### config.mk
export PLATFORM = sky130hd
export DESIGN_NAME = commit_lanes
export DESIGN_NICKNAME = d
export VERILOG_FILES = /design/src/rtl/commit_lanes_pkg.sv /design/src/rtl/commit_lanes_waw_filter.sv /design/src/rtl/commit_lanes.sv
export SDC_FILE = /design/constraint.sdc
export NUM_CORES = 1
export LEC_CHECK = 0
export BUFFER_PORTS_ARGS = -buffer_cell sky130_fd_sc_hd__buf_2
export CORE_AREA = 2 2 161 163
export DETAILED_ROUTE_END_ITERATION = 10
export DIE_AREA = 0 0 163 165
export PLACE_DENSITY = 0.67
export REMOVE_ABC_BUFFERS = 1
export SLEW_MARGIN = 20
export SYNTH_ARGS = -nofsm -noshare
export SYNTH_HDL_FRONTEND = slang
export SYNTH_SLANG_ARGS = --single-unit
### constraint.sdc
create_clock -name clk -period 0.8 [get_ports clk]
set_input_delay 0.08 -clock clk [delete_from_list [all_inputs] [get_ports clk]]
set_output_delay 0.08 -clock clk [all_outputs]
set_load 0.05 [all_outputs]
### src/rtl/commit_lanes_pkg.sv
// Shared codes and helpers for the commit_lanes MEM/WB commit register.
// Flush causes, stall bit positions, commit action decode and side-effect bundle.
package commit_lanes_pkg;

  typedef enum logic {
    CAUSE_EXCEPTION = 1'b0,
    CAUSE_OTHER     = 1'b1
  } flush_cause_e;

  typedef enum logic [1:0] {
    ACT_FLUSH   = 2'd0,
    ACT_BUBBLE  = 2'd1,
    ACT_ADVANCE = 2'd2,
    ACT_HOLD    = 2'd3
  } commit_act_e;

  localparam int STALL_MEM = 2;
  localparam int STALL_WB  = 3;

  localparam logic [4:0]  NOP_REG_ADDR = 5'd0;
  localparam logic [31:0] ZERO_WORD    = 32'h0000_0000;

  // Lane-0 side effects that share one register bundle (CP0 data is kept apart,
  // its width follows DATA_W).
  typedef struct packed {
    logic       llbit;
    logic       llbit_we;
    logic       cp0_we;
    logic [4:0] cp0_waddr;
    logic [2:0] cp0_wsel;
  } side_ctl_t;

  // Only an exception flush acts here; other flush causes fall through to the
  // stall rules.
  function automatic commit_act_e decode_act(input logic       flush,
                                             input logic       flush_cause,
                                             input logic [3:0] stall);
    if (flush && (flush_cause_e'(flush_cause) == CAUSE_EXCEPTION))
      return ACT_FLUSH;
    else if (stall[STALL_MEM] && !stall[STALL_WB])
      return ACT_BUBBLE;
    else if (!stall[STALL_MEM])
      return ACT_ADVANCE;
    else
      return ACT_HOLD;
  endfunction

endpackage

### src/rtl/commit_lanes_waw_filter.sv
// Combinational write-enable filter: gates we by valid, kill and register 0,
// and keeps only the youngest surviving writer of each destination.
module commit_lanes_waw_filter
  import commit_lanes_pkg::*;
#(
  parameter int LANES  = 2,
  parameter int ADDR_W = 5
) (
  input  logic [LANES-1:0]        kill,
  input  logic [LANES-1:0]        valid,
  input  logic [LANES-1:0]        we,
  input  logic [LANES*ADDR_W-1:0] waddr,
  output logic [LANES-1:0]        we_eff
);

  logic [LANES-1:0] live;

  genvar gi;
  generate
    for (gi = 0; gi < LANES; gi++) begin : g_live
      assign live[gi] = valid[gi] & we[gi] & ~kill[gi] &
                        (waddr[gi*ADDR_W +: ADDR_W] != ADDR_W'(NOP_REG_ADDR));
    end

    // A lane loses its write when any younger live lane targets the same register.
    for (gi = 0; gi < LANES; gi++) begin : g_keep
      logic shadowed;
      always_comb begin
        shadowed = 1'b0;
        for (int j = gi + 1; j < LANES; j++) begin
          if (live[j] && (waddr[j*ADDR_W +: ADDR_W] == waddr[gi*ADDR_W +: ADDR_W]))
            shadowed = 1'b1;
        end
      end
      assign we_eff[gi] = live[gi] & ~shadowed;
    end
  endgenerate

endmodule

### src/rtl/commit_lanes.sv
// Multi-lane MEM/WB commit register with precise exception cut, WAW collapse
// and retired-instruction counter (counter built only with COMMIT_RETIRE_CNT_EN).
module commit_lanes
  import commit_lanes_pkg::*;
#(
  parameter int  LANES  = 2,
  parameter int  DATA_W = 32,
  parameter int  ADDR_W = 5,
  parameter int  CNT_W  = 32,
  localparam int LANE_W = (LANES > 1) ? $clog2(LANES) : 1
) (
  input  logic                     clk,
  input  logic                     rst,
  input  logic                     flush,
  input  logic                     flush_cause,
  input  logic [LANE_W-1:0]        exc_lane,
  input  logic [3:0]               stall,
  input  logic [LANES-1:0]         valid_i,
  input  logic [LANES-1:0]         we_i,
  input  logic [LANES*ADDR_W-1:0]  waddr_i,
  input  logic [LANES*DATA_W-1:0]  wdata_i,
  input  logic [LANES*DATA_W-1:0]  pc_i,
  input  logic                     llbit_i,
  input  logic                     llbit_we_i,
  input  logic                     cp0_we_i,
  input  logic [4:0]               cp0_waddr_i,
  input  logic [2:0]               cp0_wsel_i,
  input  logic [DATA_W-1:0]        cp0_wdata_i,
  output logic [LANES-1:0]         valid_o,
  output logic [LANES-1:0]         we_o,
  output logic [LANES*ADDR_W-1:0]  waddr_o,
  output logic [LANES*DATA_W-1:0]  wdata_o,
  output logic [LANES*DATA_W-1:0]  pc_o,
  output logic                     llbit_o,
  output logic                     llbit_we_o,
  output logic                     cp0_we_o,
  output logic [4:0]               cp0_waddr_o,
  output logic [2:0]               cp0_wsel_o,
  output logic [DATA_W-1:0]        cp0_wdata_o,
  output logic [CNT_W-1:0]         retire_cnt
);

  commit_act_e act;
  assign act = decode_act(flush, flush_cause, stall);

  logic [LANES-1:0]        kill;
  logic [LANES-1:0]        valid_next;
  logic [LANES-1:0]        we_next;
  logic [LANES*ADDR_W-1:0] waddr_next;
  logic [LANES*DATA_W-1:0] wdata_next;
  logic [LANES*DATA_W-1:0] pc_next;
  side_ctl_t               side_next;
  logic [DATA_W-1:0]       cp0_wdata_next;

  logic [LANES-1:0]        valid_reg;
  logic [LANES-1:0]        we_reg;
  logic [LANES*ADDR_W-1:0] waddr_reg;
  logic [LANES*DATA_W-1:0] wdata_reg;
  logic [LANES*DATA_W-1:0] pc_reg;
  side_ctl_t               side_reg;
  logic [DATA_W-1:0]       cp0_wdata_reg;

  genvar gi, gj;
  generate
    // The last lane is always cut: an out-of-range exc_lane behaves as LANES-1.
    for (gi = 0; gi < LANES; gi++) begin : g_lane
      assign kill[gi] = (act == ACT_FLUSH) &
                        ((exc_lane <= LANE_W'(gi)) | (gi == LANES - 1));

      assign valid_next[gi] = valid_i[gi] & ~kill[gi];
      assign waddr_next[gi*ADDR_W +: ADDR_W] =
        kill[gi] ? ADDR_W'(NOP_REG_ADDR) : waddr_i[gi*ADDR_W +: ADDR_W];
      assign wdata_next[gi*DATA_W +: DATA_W] =
        kill[gi] ? DATA_W'(ZERO_WORD) : wdata_i[gi*DATA_W +: DATA_W];
      assign pc_next[gi*DATA_W +: DATA_W] =
        kill[gi] ? DATA_W'(ZERO_WORD) : pc_i[gi*DATA_W +: DATA_W];
    end
  endgenerate

  commit_lanes_waw_filter #(
    .LANES  (LANES),
    .ADDR_W (ADDR_W)
  ) u_waw_filter (
    .kill   (kill),
    .valid  (valid_i),
    .we     (we_i),
    .waddr  (waddr_i),
    .we_eff (we_next)
  );

  // Side effects belong to lane 0 and are dropped on any exception, whatever the cut.
  always_comb begin
    side_next      = '0;
    cp0_wdata_next = DATA_W'(ZERO_WORD);
    if (act == ACT_ADVANCE) begin
      side_next.llbit     = llbit_i;
      side_next.llbit_we  = llbit_we_i;
      side_next.cp0_we    = cp0_we_i;
      side_next.cp0_waddr = cp0_waddr_i;
      side_next.cp0_wsel  = cp0_wsel_i;
      cp0_wdata_next      = cp0_wdata_i;
    end
  end

  always_ff @(posedge clk or negedge rst) begin
    if (!rst) begin
      valid_reg     <= '0;
      we_reg        <= '0;
      waddr_reg     <= '0;
      wdata_reg     <= '0;
      pc_reg        <= '0;
      side_reg      <= '0;
      cp0_wdata_reg <= '0;
    end else begin
      case (act)
        ACT_FLUSH, ACT_ADVANCE: begin
          valid_reg     <= valid_next;
          we_reg        <= we_next;
          waddr_reg     <= waddr_next;
          wdata_reg     <= wdata_next;
          pc_reg        <= pc_next;
          side_reg      <= side_next;
          cp0_wdata_reg <= cp0_wdata_next;
        end
        ACT_BUBBLE: begin
          valid_reg     <= '0;
          we_reg        <= '0;
          waddr_reg     <= '0;
          wdata_reg     <= '0;
          pc_reg        <= '0;
          side_reg      <= '0;
          cp0_wdata_reg <= '0;
        end
        default: ;
      endcase
    end
  end

  assign valid_o     = valid_reg;
  assign we_o        = we_reg;
  assign waddr_o     = waddr_reg;
  assign wdata_o     = wdata_reg;
  assign pc_o        = pc_reg;
  assign llbit_o     = side_reg.llbit;
  assign llbit_we_o  = side_reg.llbit_we;
  assign cp0_we_o    = side_reg.cp0_we;
  assign cp0_waddr_o = side_reg.cp0_waddr;
  assign cp0_wsel_o  = side_reg.cp0_wsel;
  assign cp0_wdata_o = cp0_wdata_reg;

`ifdef COMMIT_RETIRE_CNT_EN
  logic [CNT_W-1:0] retire_add;
  logic [CNT_W-1:0] retire_cnt_reg;

  always_comb begin
    retire_add = '0;
    for (int k = 0; k < LANES; k++)
      retire_add = retire_add + CNT_W'(valid_next[k]);
  end

  // Counts only on edges that load new lane state; wraps naturally.
  always_ff @(posedge clk or negedge rst) begin
    if (!rst)
      retire_cnt_reg <= '0;
    else if ((act == ACT_FLUSH) || (act == ACT_ADVANCE))
      retire_cnt_reg <= retire_cnt_reg + retire_add;
  end

  assign retire_cnt = retire_cnt_reg;
`else
  assign retire_cnt = '0;
`endif

  generate
    for (gi = 0; gi < LANES; gi++) begin : g_chk_lane
      a_we_implies_live: assert property (@(posedge clk) disable iff (!rst)
        we_reg[gi] |-> (valid_reg[gi] && (waddr_reg[gi*ADDR_W +: ADDR_W] != '0)));

      for (gj = gi + 1; gj < LANES; gj++) begin : g_chk_pair
        a_unique_dest: assert property (@(posedge clk) disable iff (!rst)
          !(we_reg[gi] && we_reg[gj] &&
            (waddr_reg[gi*ADDR_W +: ADDR_W] == waddr_reg[gj*ADDR_W +: ADDR_W])));
      end
    end
  endgenerate

endmodule
==> run metrics, run 1 <==
Total Die Area=~27,000 um2; Initial Utilization=~28%; CP delay by family, top=flip-flops; input/output buffers=approximately 380; final setup margin=-0.327 ns; Reg2Reg Setup Slack=-0.14 ns; Die Y-Extent=~170 um; worst reg2reg path startpoint=cp0_wdata_o[29]; clock buffer depth=2; Setup crit start kind=flip-flop; Slew Viols, Final=0; Final Skew=0 ns; Final nets=roughly 1,300; WS Path Type=reg -> out; final hold violation count=0; highest-count cells in the layout ignoring fill and taps=buf_6 (219), buf_2 (188), a22o_1 (184), dfrtp_1 (184), dlygate4sd3_1 (182); Avg Cell Area, Syn=14.9 um2; met3 usage=under 10%; crit path buf inv count=1; core area=roughly 25,000 um2; failing checks=setup timing; Clk pin slew, worst setup/hold paths=about 0.080 ns; met1 usage=a little over a fifth; slowest stage cell on the critical path=dfrtp_1; Yosys cell types=21; worst-path maximum fanout=2; Worst Hold Class=in -> reg; Post-DP HPWL=about 15 mm; final setup vio count=between 200 and 300; largest net degree at the start of global routing=64; Vias=slightly below 7,000; vias per cell=~4.7; Ys Warns=0; critical path endpoint category=primary output; antenna-violating nets left=0; die width=about 160 um; RSZ-0062 raised after global routing=yes; fin util=55.1%; I/O pins=411; status=complete, but fails checks; clock sink count=~190; number of remaining DRC errors=0; number of fill cells in the layout=~1,900; first-pass GRT wire length=around 39 mm; Syn Std Cell Area=6900 um2; Root Driver=clkbuf_16; Final Critical Period=1.13 ns; Multi-input gate area=a little under 2000 um2; hold slack=around 0.037 ns; DR pass1 iterations=4; hold path start=waddr_i[9]; worst skew pair latency=between 0.4 and 0.5 ns; main flop type after synthesis=dfrtp_1; Arrival @ worst endpoint=between 1 and 1.5 ns; WL per Instance=19.1 um; GR Layer Usage met2=around a third; Placer Congestion=0.777; Static Leakage=7.07 nW; Synth-to-Final Area Change=99.9%; Data required, critical path=0.72 ns; Cell Pwr Density=1970 nW/um2; most common cell after layout, fill and taps aside=buf_6; H-tree levels=4; initial antenna violation count=1; period utilization=141%; gr ovfl total=0; CTS tree=yes; worst vdd ir=1.16 mV; Seq. cell area=4630 um2; DP Area=9300 um2; final WL=around 28 mm; sequential element share of the synthesized area=between 60% and 70%; worst setup path start=cp0_wdata_o[18]; synthesized instance count=462; post-route cell area=13,800 um2; Post-synth EDFFs=0; FF+latch count, synth=about 190; layout cell share with drive strength beyond 1=about half; max-capacitance violation count=0; Iteration-0 DRC Markers=roughly 430; Rows=58; vias in the first global route=7,224; Cell Chain, Critical Path=buf_6; gr busiest metal=met2; Setup TNS Final=-53.55 ns; fmax=between 800 and 900 MHz; Largest stage delay, worst path=around 0.44 ns; GRT Overall Usage=between 10% and 20%; fraction of registers with async set/reset=between 90% and 100%; CTS buffer count=17
metrics by stage:
step                instances  setup WS [ns]  total power, mW
global placement         1173         -0.474             16.2
finish                   1481         -0.327             27.1
floorplan                 421          -3.37             14.2
detailed placement       1173         -0.494             16.2
CTS                      1421         -0.333             26.7
global route             1481         -0.391             28.2
kinds of logic (layout without fill, tap and decap cells):
family,after synthesis,after routing,share of synthesized area (%)
compound gates,188,188,23.9
flops,185,185,67.1
buf+inv,72,728,7.28
simple gates,11,12,0.998
xor+xnor,5,5,0.635
other cells,1,33,0.0544
area by class of cell:
type,instances,area share [%]
tap,330,2.99
antenna,1,0.0181
sequential,185,33.6
clock inverter,13,1.11
multi-input combinational,237,14.0
timing repair buffer,697,45.2
clock buffer,18,3.11
registers in the layout, summed over array words and instances (netlist names):
name         count
llbit_we_o       1
llbit_o          1
cp0_waddr_o      5
valid_o          2
wdata_o         64
we_o             2
cp0_wdata_o     32
cp0_we_o         1
cp0_wsel_o       3
waddr_o         10
pc_o            64
layer usage:
| metal | routed length [um] | part of all wire, % | up-vias |
|---|---|---|---|
| li1 | - | - | 3046 |
| met2 | 14500 | 51 | 365 |
| met1 | 10900 | 38 | 3464 |
| met3 | 2050 | 7.2 | 55 |
| met4 | 878 | 3.1 | 0 |
| met5 | 0 | 0 | - |
timing repair:
item                       4_1_cts  5_1_grt
gates cloned                     0        4
hold endpoints to repair       366        0
setup endpoints to repair      283      241
setup buffers                   35       71
pin swaps                        0       17
hold buffers                   182        0
resized for setup              373       39
power breakdown:
part | internal (mW) | total [mW] | switching (mW) | leakage [nW]
logic | 3.46 | 8.01 | 4.55 | 4.39
registers | 10.0 | 10.6 | 0.604 | 2.39
clock network | 4.45 | 8.48 | 4.03 | 0.286
final timing paths:
path | end | depth (start not counted)
worst min-delay path | waddr_o[9] | 3
min in group asynchronous | wdata_o[38] | 2
worst max-delay path | cp0_wdata_o[18] | 1
worst max register to register | cp0_wdata_o[29] | 3
max in group asynchronous | wdata_o[45] | 3
worst min register to register | cp0_wdata_o[23] | 1
cell usage after synthesis, drive strengths merged, types with 2 or more instances:
master  number  share of area [%]
xnor2        2               0.25
nand2        2               0.11
dfrtp      185                 67
buf         61                6.7
or4          2               0.22
xor2         3               0.38
a22o       184                 23
o21ai        2               0.25
clkbuf      11               0.60
(Power assumes the default switching activity.)
==> inputs of run 2 (changes only) <==
--- a/config.mk
+++ b/config.mk
@@ -6,10 +6,10 @@
 export NUM_CORES = 1
 export LEC_CHECK = 0
 export BUFFER_PORTS_ARGS = -buffer_cell sky130_fd_sc_hd__buf_2
-export CORE_AREA = 2 2 161 163
+export CORE_AREA = 2 2 158 160
 export DETAILED_ROUTE_END_ITERATION = 10
-export DIE_AREA = 0 0 163 165
-export PLACE_DENSITY = 0.67
+export DIE_AREA = 0 0 160 162
+export PLACE_DENSITY = 0.55
 export REMOVE_ABC_BUFFERS = 1
 export SLEW_MARGIN = 20
 export SYNTH_ARGS = -nofsm -noshare
==> run metrics, run 2 (synthesis results as in run 1) <==
Arrival @ worst endpoint=1.05 ns (about the same); max-capacitance violation count=0 (unchanged); GRT Overall Usage=19.1% (was 18.7%); WL per Instance=19.2 um (was 19.1 um); final setup margin=-0.327 ns (about the same); final setup vio count=274 (was 277); Cells on Worst Hold Path=3 (unchanged); status=complete, but fails checks (unchanged); Final nets=1,330 (was 1,332); die width=160 um (was 163 um); hold slack=0.0359 ns (was 0.0370 ns); WS Path Type=reg -> out (unchanged); Final Critical Period=1.13 ns (about the same); worst-path maximum fanout=2 (unchanged); initial antenna violation count=0 (was 1); RSZ-0062 raised after global routing=yes (unchanged); antenna-violating nets left=0 (unchanged); DP Area=9260 um2 (was 9300 um2); Placer Congestion=0.777 (about the same); hold path start=waddr_i[9] (unchanged); n_diodes=0 (was 1); CTS tree=yes (unchanged); Root Driver=clkbuf_16 (unchanged); Synth-to-Final Area Change=103% (was 99.9%); number of fill cells in the layout=1,822 (was 1,877); Worst Hold Class=in -> reg (unchanged); crit path buf inv count=1 (unchanged); vias in the first global route=6,953 (was 7,224); critical path endpoint category=primary output (unchanged); Clk pin slew, worst setup/hold paths=0.07 ns (was 0.08 ns); Total Die Area=25,900 um2 (was 26,900 um2); final hold violation count=0 (unchanged); FF-to-FF End=cp0_waddr_o[1] (was cp0_wdata_o[29]); Cells after DPL=1,159 (was 1,173); Iteration-0 DRC Markers=474 (was 427); final WL=28.3 mm (about the same); R2R depth=2 (was 3); I/O pins=411 (unchanged); post-route cell area=14,000 um2 (was 13,800 um2); Initial Utilization=28.6% (was 27.5%); DR pass1 iterations=4 (unchanged); clock sink count=185 (unchanged); highest-count cells in the layout ignoring fill and taps=buf_6 (224), buf_2 (187), a22o_1 (184), dfrtp_1 (184), dlygate4sd3_1 (184) (was buf_6 (219), buf_2 (188), a22o_1 (184), dfrtp_1 (184), dlygate4sd3_1 (182)); final cell count without fillers=1,473 (was 1,481); Cell Chain, Critical Path=buf_6 (unchanged); gr ovfl total=0 (unchanged); CP delay by family, top=flip-flops (unchanged); fmax=888 MHz (was 887 MHz); Endpoint, Worst Hold=waddr_o[9] (unchanged); Setup crit start kind=flip-flop (unchanged); Levels on crit path=1 (unchanged); core area=24,100 um2 (was 25,000 um2); layout cell share with drive strength beyond 1=48.1% (was 48.3%); Reg2Reg Setup Slack=-0.10 ns (was -0.14 ns); CTS buffer count=17 (unchanged); H-tree levels=4 (unchanged); Rows=57 (was 58); number of remaining DRC errors=0 (unchanged); Die Y-Extent=162 um (was 165 um); Largest stage delay, worst path=0.44 ns (about the same); Final Skew=0 ns (unchanged); most common cell after layout, fill and taps aside=buf_6 (unchanged); clock buffer depth=2 (unchanged); worst reg2reg path startpoint=cp0_waddr_o[1] (was cp0_wdata_o[29]); Post-DP HPWL=14.9 mm (was 14.7 mm); slowest stage cell on the critical path=dfrtp_1 (unchanged); worst skew pair latency=0.42 ns (about the same); input/output buffers=376 (unchanged); failing checks=setup timing (unchanged); first-pass GRT wire length=39.0 mm (was 39.1 mm); worst vdd ir=1.31 mV (was 1.16 mV); largest net degree at the start of global routing=68 (was 64); vias per cell=4.61 (was 4.68); Vias=6,784 (was 6,930); period utilization=141% (about the same); Data required, critical path=0.72 ns (about the same); Static Leakage=7.12 nW (was 7.07 nW); Slew Viols, Final=0 (unchanged); Cell Pwr Density=1950 nW/um2 (was 1970 nW/um2)
## run 2: through the flow
| step | setup slack, ns | power (mW) | util (%) | setup TNS [ns] |
|---|---|---|---|---|
| finish | -0.327 | 27.3 | 57.9 | -52.09 |
| global route | -0.363 | 28.4 | 57.9 | -61.31 |
| CTS | -0.340 | 26.9 | 54.8 | -53.03 |
| detailed placement | -0.475 | 16.2 | 38.4 | -75.45 |
| global placement | -0.479 | 16.2 | 38.4 | -73.98 |
| floorplan | -3.37 | 14.2 | - | -607.29 |
## run 2: worst max-delay path by stage
stage	startpoint	endpoint	slack [ns]
floorplan	flush	cp0_waddr_o[0]	-3.37
global placement	waddr_i[6]	we_o[0]	-0.48
detailed placement	waddr_i[6]	we_o[0]	-0.47
CTS	pc_o[10]	pc_o[10]	-0.34
global route	wdata_o[32]	wdata_o[32]	-0.36
finish	wdata_o[32]	wdata_o[32]	-0.33
## run 2: per-layer routing
metal,GRT usage [%],wire (um)
met3,5.01,1930
met2,33.1,14700
met5,0,0
met4,7.13,728
met1,22.9,10800
## run 2: final cells by class
cell class | instances | area, um2 | share of cell area (%)
clock inverters | 13 | 151 | 1.08
well taps | 324 | 405 | 2.90
clock buffers | 19 | 453 | 3.24
repair buffers | 695 | 6400 | 45.8
multi-input cells | 237 | 1930 | 13.8
flip-flops and latches | 185 | 4630 | 33.2
## run 2: power by group
part	internal, mW	switching [mW]
clock	4.63	4.00
sequential	10.0	0.578
combinational	3.52	4.54
total	18.2	9.12
## run 2: what timing repair did
action                                  CTS  global route
buffers inserted                         46            56
endpoints found under the setup margin  187           318
pin swaps                                 0            30
hold buffers                            184             0
endpoints found under the hold margin   368             0
cloned                                    0            12
gates resized for setup                 372            48
==> inputs of run 3 (changes only) <==
--- a/config.mk
+++ b/config.mk
@@ -7,10 +7,10 @@
 export LEC_CHECK = 0
 export BUFFER_PORTS_ARGS = -buffer_cell sky130_fd_sc_hd__buf_2
 export CORE_AREA = 2 2 158 160
+export CTS_CLUSTER_DIAMETER = 200
 export DETAILED_ROUTE_END_ITERATION = 10
 export DIE_AREA = 0 0 160 162
 export PLACE_DENSITY = 0.55
-export REMOVE_ABC_BUFFERS = 1
 export SLEW_MARGIN = 20
 export SYNTH_ARGS = -nofsm -noshare
 export SYNTH_HDL_FRONTEND = slang
==> run metrics, run 3 (synthesis results as in run 1) <==
Largest stage delay, worst path=0.43 ns (was 0.44 ns); final hold violation count=0 (unchanged); slowest stage cell on the critical path=dfrtp_1 (unchanged); RSZ-0062 raised after global routing=yes (unchanged); first-pass GRT wire length=39.3 mm (was 39.0 mm); Slew Viols, Final=0 (unchanged); highest-count cells in the layout ignoring fill and taps=buf_6 (225), buf_2 (188), dlygate4sd3_1 (185) (was buf_6 (224), buf_2 (187), a22o_1 (184), dfrtp_1 (184), dlygate4sd3_1 (184)); number of remaining DRC errors=0 (unchanged); Iteration-0 DRC Markers=359 (was 474); Final nets=1,338 (was 1,330); post-route cell area=14,000 um2 (about the same); worst vdd ir=1.48 mV (was 1.31 mV); Die Y-Extent=162 um (unchanged); vias per cell=4.52 (was 4.61); Rows=57 (unchanged); GRT Overall Usage=19.0% (was 19.1%); crit path buf inv count=1 (unchanged); worst-path maximum fanout=2 (unchanged); fmax=893 MHz (was 888 MHz); H-tree levels=4 (unchanged); DR pass1 iterations=4 (unchanged); status=complete, but fails checks (unchanged); largest net degree at the start of global routing=50 (was 68); Root Driver=clkbuf_16 (unchanged); number of fill cells in the layout=1,874 (was 1,822); Setup crit start kind=flip-flop (unchanged); CTS buffer count=17 (unchanged); Clk pin slew, worst setup/hold paths=0.07 ns (about the same); most common cell after layout, fill and taps aside=buf_6 (unchanged); DP Area=9450 um2 (was 9260 um2); I/O pins=411 (unchanged); Placer Congestion=0.740 (was 0.777); input/output buffers=376 (unchanged); Final Skew=0 ns (unchanged); R2R depth=3 (was 2); WL per Instance=17.6 um (was 19.2 um); core area=24,100 um2 (unchanged); Reg2Reg Setup Slack=-0.15 ns (was -0.10 ns); worst skew pair latency=0.42 ns (about the same); Initial Utilization=28.6% (unchanged); Vias=6,692 (was 6,784); final setup vio count=281 (was 274); Cell Chain, Critical Path=buf_6 (unchanged); initial antenna violation count=0 (unchanged); layout cell share with drive strength beyond 1=51.3% (was 48.1%); Static Leakage=7.08 nW (was 7.12 nW); Arrival @ worst endpoint=1.04 ns (was 1.05 ns); WS Path Type=reg -> out (unchanged); die width=160 um (unchanged); CP delay by family, top=flip-flops (unchanged); critical path endpoint category=primary output (unchanged); Cell Pwr Density=1930 nW/um2 (was 1950 nW/um2); FF-to-FF End=wdata_o[30] (was cp0_waddr_o[1]); final setup margin=-0.319 ns (was -0.327 ns); CTS tree=yes (unchanged); Final Critical Period=1.12 ns (was 1.13 ns); Data required, critical path=0.72 ns (about the same); worst reg2reg path startpoint=wdata_o[30] (was cp0_waddr_o[1]); clock buffer depth=2 (unchanged); period utilization=140% (was 141%); Synth-to-Final Area Change=103% (about the same); Total Die Area=25,900 um2 (unchanged); Setup WS pre-CTS=-0.555 ns (was -0.475 ns); Post-DP HPWL=15.3 mm (was 14.9 mm); Worst Hold Class=in -> async (was in -> reg); max-capacitance violation count=0 (unchanged); hold slack=0.0612 ns (was 0.0359 ns); gr ovfl total=0 (unchanged); n_diodes=0 (unchanged); antenna-violating nets left=0 (unchanged); PnR Total Power=27.0 mW (was 27.3 mW); failing checks=setup timing (unchanged); vias in the first global route=7,138 (was 6,953); final WL=26.0 mm (was 28.3 mm); clock sink count=185 (unchanged)
## run 3: timing repair
| item | in CTS | in global routing |
|---|---|---|
| gates resized for setup | 381 | 38 |
| hold buffers | 185 | 0 |
| endpoints found under the setup margin | 226 | 234 |
| pin swaps | 39 | 58 |
| endpoints found under the hold margin | 369 | 0 |
| buffers inserted | 45 | 67 |
## run 3: worst max path at each step
stage	start	to	slack, ns	cells after the start
6_report	pc_o[1]	pc_o[1]	-0.32	1
5_1_grt	pc_o[1]	pc_o[1]	-0.36	1
4_1_cts	pc_o[1]	pc_o[1]	-0.34	1
3_5_place_dp	waddr_i[6]	we_o[0]	-0.55	5
3_3_place_gp	waddr_i[6]	we_o[0]	-0.52	5
2_1_floorplan	waddr_i[6]	we_o[0]	-0.33	4
## run 3: per-stage QoR
step	std cells	utilization, %	setup TNS, ns
after detailed placement	1164	39.2	-79.56
after global routing	1481	58.0	-63.99
final	1481	58.0	-53.77
after global placement	1164	39.2	-74.20
after floorplan	493	-	-40.47
after CTS	1426	55.7	-53.55
## run 3: cell type report
class / count / area, um2 / share of cell area, %
clock inverters: 13 / 128 / 0.913
repair buffers: 704 / 6400 / 45.8
well taps: 324 / 405 / 2.90
multi-input cells: 236 / 1920 / 13.7
clock buffers: 19 / 453 / 3.24
flip-flops and latches: 185 / 4670 / 33.4
## run 3: where the power goes
part | switching, mW | internal [mW] | total (mW)
clock | 4.01 | 4.31 | 8.32
sequential | 0.585 | 10.1 | 10.6
combinational | 4.46 | 3.55 | 8.01
## run 3: metal layers
metal  vias up  GRT usage (%)  routed length, um
li1       3064              -                  -
met1      3326           22.0              10400
met2       268           34.3              13500
met3        34           5.11               1660
met4         0           5.98                524
met5         -              0                  0
